`src/rtl/rx_deframer_if.sv`:
```
`default_nettype none
// ============================================================================
//  Module      : rx_deframer_if
//  Description : Bundle of the UART receive deframer signals.
//                Line side : baud_tick, serial_in, parity_type (into deframer)
//                Field side: raw_data, parity_bit, start_bit, stop_bit,
//                            recieved_flag, active (out of deframer)
//                master = the deframer itself, slave = the environment that
//                drives the line and consumes the received fields.
//  Revision    : 1.0  initial release
// ============================================================================
interface rx_deframer_if;
    logic       baud_tick;
    logic       serial_in;
    logic [1:0] parity_type;
    logic [7:0] raw_data;
    logic       parity_bit;
    logic       start_bit;
    logic       stop_bit;
    logic       recieved_flag;
    logic       active;

    modport master (
        input  baud_tick,
        input  serial_in,
        input  parity_type,
        output raw_data,
        output parity_bit,
        output start_bit,
        output stop_bit,
        output recieved_flag,
        output active
    );

    modport slave (
        output baud_tick,
        output serial_in,
        output parity_type,
        input  raw_data,
        input  parity_bit,
        input  start_bit,
        input  stop_bit,
        input  recieved_flag,
        input  active
    );
endinterface
`default_nettype wire

```
`src/rtl/rx_deframer.sv`:
```
`default_nettype none
// ============================================================================
//  Module      : rx_deframer
//  Description : UART receive serial-to-parallel stage. 16x oversampled line,
//                8 data bits LSB first, optional odd/even parity, 1 stop bit.
//                Samples each bit at its centre and presents start, data,
//                parity and stop fields with a one-cycle recieved_flag strobe.
//  Ports       : clock, reset_n (async, active low)
//                bus.baud_tick   - 16 enables per bit period
//                bus.serial_in   - asynchronous line, idle high
//                bus.parity_type - 01 odd, 10 even, 00/11 no parity slot
//                bus.raw_data / parity_bit / start_bit / stop_bit - fields
//                bus.recieved_flag - fields valid strobe
//                bus.active      - frame in progress
//  Revision    : 1.0  initial release
// ============================================================================
module rx_deframer (
    input  wire logic     clock,
    input  wire logic     reset_n,
    rx_deframer_if.master bus
);

    typedef enum logic [2:0] {
        S_IDLE   = 3'd0,
        S_START  = 3'd1,
        S_DATA   = 3'd2,
        S_PARITY = 3'd3,
        S_STOP   = 3'd4
    } state_t;

    // Start bit is sampled half a bit after detection, every later field a
    // full bit after the previous sample.
    localparam logic [3:0] c_mid_tick  = 4'd7;
    localparam logic [3:0] c_last_tick = 4'd15;
    localparam logic [2:0] c_last_bit  = 3'd7;

    state_t     state_q, state_d;
    logic       sync1_q, sync2_q;
    logic       rx_s;
    logic [3:0] tick_cnt_q, tick_cnt_d;
    logic [2:0] bit_cnt_q, bit_cnt_d;
    logic       armed_q, armed_d;
    logic [1:0] ptype_q, ptype_d;
    logic [7:0] shift_q, shift_d;
    logic       start_q, start_d;
    logic       par_q, par_d;
    logic       has_parity;

    // Output registers are separate from the shift state so the fields
    // stay stable while the next frame is being received.
    logic [7:0] raw_data_q, raw_data_d;
    logic       parity_bit_q, parity_bit_d;
    logic       start_bit_q, start_bit_d;
    logic       stop_bit_q, stop_bit_d;
    logic       flag_q, flag_d;

    assign rx_s       = sync2_q;
    assign has_parity = (ptype_q == 2'b01) || (ptype_q == 2'b10);

    always_comb begin
        state_d      = state_q;
        tick_cnt_d   = tick_cnt_q;
        bit_cnt_d    = bit_cnt_q;
        armed_d      = armed_q;
        ptype_d      = ptype_q;
        shift_d      = shift_q;
        start_d      = start_q;
        par_d        = par_q;
        raw_data_d   = raw_data_q;
        parity_bit_d = parity_bit_q;
        start_bit_d  = start_bit_q;
        stop_bit_d   = stop_bit_q;
        flag_d       = 1'b0;

        if (bus.baud_tick) begin
            case (state_q)
                S_IDLE: begin
                    // A falling edge only counts once the line has been seen
                    // idle high; this stops a held-low line from retriggering.
                    if (rx_s) begin
                        armed_d = 1'b1;
                    end else if (armed_q) begin
                        armed_d    = 1'b0;
                        ptype_d    = bus.parity_type;
                        tick_cnt_d = 4'd0;
                        bit_cnt_d  = 3'd0;
                        state_d    = S_START;
                    end
                end

                S_START: begin
                    if (tick_cnt_q == c_mid_tick) begin
                        start_d    = rx_s;
                        tick_cnt_d = 4'd0;
                        state_d    = S_DATA;
                    end else begin
                        tick_cnt_d = tick_cnt_q + 4'd1;
                    end
                end

                S_DATA: begin
                    if (tick_cnt_q == c_last_tick) begin
                        shift_d[bit_cnt_q] = rx_s;
                        tick_cnt_d         = 4'd0;
                        if (bit_cnt_q == c_last_bit) begin
                            bit_cnt_d = 3'd0;
                            state_d   = has_parity ? S_PARITY : S_STOP;
                        end else begin
                            bit_cnt_d = bit_cnt_q + 3'd1;
                        end
                    end else begin
                        tick_cnt_d = tick_cnt_q + 4'd1;
                    end
                end

                S_PARITY: begin
                    if (tick_cnt_q == c_last_tick) begin
                        par_d      = rx_s;
                        tick_cnt_d = 4'd0;
                        state_d    = S_STOP;
                    end else begin
                        tick_cnt_d = tick_cnt_q + 4'd1;
                    end
                end

                S_STOP: begin
                    if (tick_cnt_q == c_last_tick) begin
                        raw_data_d   = shift_q;
                        // No parity slot: report 1 so the checker sees no error.
                        parity_bit_d = has_parity ? par_q : 1'b1;
                        start_bit_d  = start_q;
                        stop_bit_d   = rx_s;
                        flag_d       = 1'b1;
                        tick_cnt_d   = 4'd0;
                        armed_d      = 1'b0;
                        state_d      = S_IDLE;
                    end else begin
                        tick_cnt_d = tick_cnt_q + 4'd1;
                    end
                end

                default: begin
                    state_d    = S_IDLE;
                    tick_cnt_d = 4'd0;
                    armed_d    = 1'b0;
                end
            endcase
        end
    end

    always_ff @(posedge clock or negedge reset_n) begin
        if (!reset_n) begin
            sync1_q      <= 1'b1;
            sync2_q      <= 1'b1;
            state_q      <= S_IDLE;
            tick_cnt_q   <= 4'd0;
            bit_cnt_q    <= 3'd0;
            armed_q      <= 1'b0;
            ptype_q      <= 2'b00;
            shift_q      <= 8'h00;
            start_q      <= 1'b0;
            par_q        <= 1'b1;
            raw_data_q   <= 8'h00;
            parity_bit_q <= 1'b1;
            start_bit_q  <= 1'b0;
            stop_bit_q   <= 1'b1;
            flag_q       <= 1'b0;
        end else begin
            sync1_q      <= bus.serial_in;
            sync2_q      <= sync1_q;
            state_q      <= state_d;
            tick_cnt_q   <= tick_cnt_d;
            bit_cnt_q    <= bit_cnt_d;
            armed_q      <= armed_d;
            ptype_q      <= ptype_d;
            shift_q      <= shift_d;
            start_q      <= start_d;
            par_q        <= par_d;
            raw_data_q   <= raw_data_d;
            parity_bit_q <= parity_bit_d;
            start_bit_q  <= start_bit_d;
            stop_bit_q   <= stop_bit_d;
            flag_q       <= flag_d;
        end
    end

    assign bus.raw_data      = raw_data_q;
    assign bus.parity_bit    = parity_bit_q;
    assign bus.start_bit     = start_bit_q;
    assign bus.stop_bit      = stop_bit_q;
    assign bus.recieved_flag = flag_q;
    assign bus.active        = (state_q != S_IDLE);

endmodule
`default_nettype wire
```
`src/flat_wrapper.sv`:
```
// flat-port wrapper written by rule: the top's interface ports become plain ports
module rx_deframer_flat 
  (clock, reset_n, bus_baud_tick, bus_serial_in, bus_parity_type, bus_raw_data, bus_parity_bit, bus_start_bit, bus_stop_bit, bus_recieved_flag, bus_active);
  rx_deframer_if bus_i ();
  input  wire logic clock;
  input  wire logic reset_n;
  input wire logic [$bits(bus_i.baud_tick)-1:0] bus_baud_tick;
  input wire logic [$bits(bus_i.serial_in)-1:0] bus_serial_in;
  input wire logic [$bits(bus_i.parity_type)-1:0] bus_parity_type;
  output wire logic [$bits(bus_i.raw_data)-1:0] bus_raw_data;
  output wire logic [$bits(bus_i.parity_bit)-1:0] bus_parity_bit;
  output wire logic [$bits(bus_i.start_bit)-1:0] bus_start_bit;
  output wire logic [$bits(bus_i.stop_bit)-1:0] bus_stop_bit;
  output wire logic [$bits(bus_i.recieved_flag)-1:0] bus_recieved_flag;
  output wire logic [$bits(bus_i.active)-1:0] bus_active;
  assign bus_i.baud_tick = bus_baud_tick;
  assign bus_i.serial_in = bus_serial_in;
  assign bus_i.parity_type = bus_parity_type;
  assign bus_raw_data = bus_i.raw_data;
  assign bus_parity_bit = bus_i.parity_bit;
  assign bus_start_bit = bus_i.start_bit;
  assign bus_stop_bit = bus_i.stop_bit;
  assign bus_recieved_flag = bus_i.recieved_flag;
  assign bus_active = bus_i.active;
  rx_deframer u_core (.clock(clock), .reset_n(reset_n), .bus(bus_i));
endmodule
```
`config.mk`:
```
export PLATFORM = sky130hd
export DESIGN_NAME = rx_deframer_flat
export DESIGN_NICKNAME = d
export VERILOG_FILES = /design/src/rtl/rx_deframer_if.sv /design/src/rtl/rx_deframer.sv /design/src/flat_wrapper.sv
export SDC_FILE = /design/constraint.sdc
export NUM_CORES = 1
export LEC_CHECK = 0
export CELL_PAD_IN_SITES_DETAIL_PLACEMENT = 0
export CELL_PAD_IN_SITES_GLOBAL_PLACEMENT = 1
export CORE_UTILIZATION = 40
export DETAILED_ROUTE_END_ITERATION = 6
export MAX_ROUTING_LAYER = met4
export PLACE_DENSITY = 0.69
export SKIP_CTS_REPAIR_TIMING = 1
export SYNTH_ARGS = -nofsm -noshare
export SYNTH_HDL_FRONTEND = slang
export SYNTH_SLANG_ARGS = --single-unit
```
`constraint.sdc`:
```
create_clock -name clock -period 2.1 [get_ports clock]
set_input_delay 0.315 -clock clock [delete_from_list [all_inputs] [get_ports clock]]
set_output_delay 0.315 -clock clock [all_outputs]
set_load 0.01 [all_outputs]
```
==> out/metrics.cfg <==
[timing]
hold_viol = 0
rsz0062_at_grt = false
max_freq_mhz = 493
post-route-period-util = 0.966
clock-skew-final_ns = 0.00475
slew_violations = 0
worst_slew_pin_slew_ns = 0.810
setup_viol = 0
min_period_ns = 2.03
hold_slack_ns = 0.121
max_slew_margin = 0.460

[power]
p_seq_frac = 0.463
intPower_mw = 1.35
comb_power_share = 0.314
p_sw_mw = 0.726
swShare = 0.350
leakagePower_nw = 0.919
ir_drop_mv = 0.523
power_frac_clock = 0.224
powerDensity_nw_per_um2 = 1000

[synthesis]
yosys_warnings = 0
ys_async_sr_fraction = 1.00
synth_top_family_by_area = simple AND/OR/NAND/NOR gates
syn_inst = 150
synth_fa_ha_area_frac = 0.0210
syn-num-nets = 159
synth_xor_area_frac = 0.00979
yosys-top-cells-area = dfrtp_1, mux2_2, dfstp_2
synth_seq_area_share = 0.521
synth_area_leader_cell = dfrtp_1
synth_common_cells = dfrtp_1, mux2_2, nand2_1, nor2_1, o21ai_0
synth_flop_cell = dfrtp_1
avgSynthCellArea_sq_um = 11.9
synth_mux_area_frac = 0.153
synth_top_area_frac = 0.448
netlist_area_sq_um = 1790
synth-seq-cells = 37
yosysMostFrequentCell = dfrtp_1
synth_compound_area_frac = 0.0783
synth_edf_count = 0
yosys.area_share.simple = 0.160
synth_cell_types = 40

[global_route]
grt_pass1_vias = 1131
grt_pass1_wl_um = 5290
antenna_found_initial = 0
grt.total_usage = 0.162
grt_max_degree = 38
grt_overflow = 0

[critical_path]
critPathMaxFanout = 8
slowest_delay_ns = 0.49
worstPathArrival_ns = 1.71
start_kind = flop
endpoint_kind = primary output
path_cells = or3_4, clkdlybuf4s50_1
path_class = flop to primary output
cp_slowest_cell = clkdlybuf4s50_1
required_ns = 1.78

[layout]
fin_nets = 181
drive_gt1_frac = 0.277
fin_cells = 223
diodes = 0
fin_area_sq_um = 2060
finish.utilization = 0.498
synthToLayoutAreaGrowth_pct = 15.3

[clock_network]
clk_pin_slew_ns = 0.07
cts.sinks = 37
clk_latency_ns = 0.28
cts_root_buf = clkbuf_8
cts_inserted_buffers = 5
cts_buffer_depth = 2
htree_num_levels = 2
cts_tree = yes

[place]
dpl.hpwl_um = 2240
portBuffers = 18
dp_cells = 215
place_area_sq_um = 1980
globalplace.congestion = 0.915

[floorplanning]
coreArea_sq_um = 4140
start_util = 0.432
die_h_um = 68.9
pin_count = 19
die_w_um = 68.9
rows = 23
die_area_sq_um = 4740

[route]
drtIter0Drc = 37
dr.pass1.iters = 4
drc_errors = 0
postRouteAntennaNets = 0
via_per_inst = 5.19
vias = 1157
routedWlPerCell_um = 14.3
wirelength_um = 3190

[status]
outcome = finished, final reports clean

[hold_path]
min_path_type = input pin to asynchronous set/reset pin

[flow_run]
drv_cap = 0

==> per-layer routing <==
metal,share of wire,wire length (um),track usage
met5,0,0,-
met4,0.011,34,0.0638
met3,0.028,90,0.0444
met2,0.46,1460,0.235
met1,0.50,1600,0.214
==> layout by cell type (no fill, tap or decap), types with 2 or more instances in the layout <==
master           count
clkbuf_1             3
buf_4                4
a31oi_1              4
dfrtp_1             32
inv_1                6
a21oi_1              3
nor2_1              11
nand4_1              2
ha_1                 3
nand2b_1             2
nor2b_1              2
a22o_1               3
dfstp_2              5
nand3_1              4
xnor2_1              2
o21ai_0              7
nor3b_1              2
mux2_2              23
clkdlybuf4s50_1     17
nor3_1               3
nand2_1             11
clkbuf_8             5
==> registers in the layout, indices dropped and copies added, names as in the netlist <==
| signal | count |
|---|---|
| u_core.armed_q | 1 |
| u_core.bit_cnt_q | 3 |
| u_core.rx_s | 1 |
| u_core.par_q | 1 |
| u_core.bus.stop_bit | 1 |
| u_core.start_q | 1 |
| u_core.tick_cnt_q | 4 |
| u_core.shift_q | 8 |
| u_core.bus.raw_data | 8 |
| u_core.bus.start_bit | 1 |
| u_core.state_q | 3 |
| u_core.bus.parity_bit | 1 |
| u_core.sync1_q | 1 |
| u_core.bus.recieved_flag | 1 |
| u_core.ptype_q | 2 |
==> critical path: cells and delay by family, from the launching register on <==
family	cells	cell delay [ns]
buffers and inverters	1	0.49
flip-flops	1	0.47
AND/OR/NAND/NOR	1	0.46
==> through the flow <==
stage	setup WS (ns)	TNS, ns	power [mW]
6_report	0.0714	0	2.07
5_1_grt	0.0154	0	2.22
4_1_cts	-0.00292	-0.00292	2.07
3_5_place_dp	0.0991	0	1.61
3_3_place_gp	0.108	0	1.60
2_1_floorplan	0.302	0	1.53
==> power by group through the flow <==
stage	Sequential [mW]	Combinational (mW)	Clock, mW
finish	0.959	0.650	0.464
global route	0.983	0.731	0.503
CTS	0.956	0.640	0.479
detailed placement	0.970	0.637	0
global placement	0.964	0.633	0
floorplan	0.886	0.644	0
==> final cells by class <==
cell class | count | area [sq um]
fillers | 397 | 2080
flip-flops and latches | 37 | 932
multi-input cells | 100 | 761
repair buffers | 22 | 205
clock buffers | 8 | 80.1
well taps | 50 | 62.6
inverters | 6 | 22.5
==> logic make-up after synthesis <==
family / after synthesis
muxes: 24
AOI/OAI and AO/OA: 22
buffers and inverters: 13
DFF: 37
and+or+nand+nor: 49
xor gates and xnor gates: 2
adders and majority gates: 3
==> worst paths after layout <==
kind,from,to,slack (ns),cells past startpoint
setup / recovery,u_core.state_q[2]$_DFFE_PN0P_,bus_active,0.07,2
hold / removal,reset_n,u_core.tick_cnt_q[0]$_DFFE_PN0P_,0.12,1
setup reg to reg,u_core.tick_cnt_q[0]$_DFFE_PN0P_,u_core.shift_q[6]$_DFFE_PN0P_,0.22,6
hold reg to reg,u_core.sync1_q$_DFF_PN1_,u_core.rx_s$_DFF_PN1_,0.36,0
max in group asynchronous,reset_n,u_core.bus.raw_data[3]$_DFFE_PN0P_,1.47,1
min in group clock,u_core.sync1_q$_DFF_PN1_,u_core.rx_s$_DFF_PN1_,0.36,0
No activity file was read; power rests on OpenSTA's default activity.
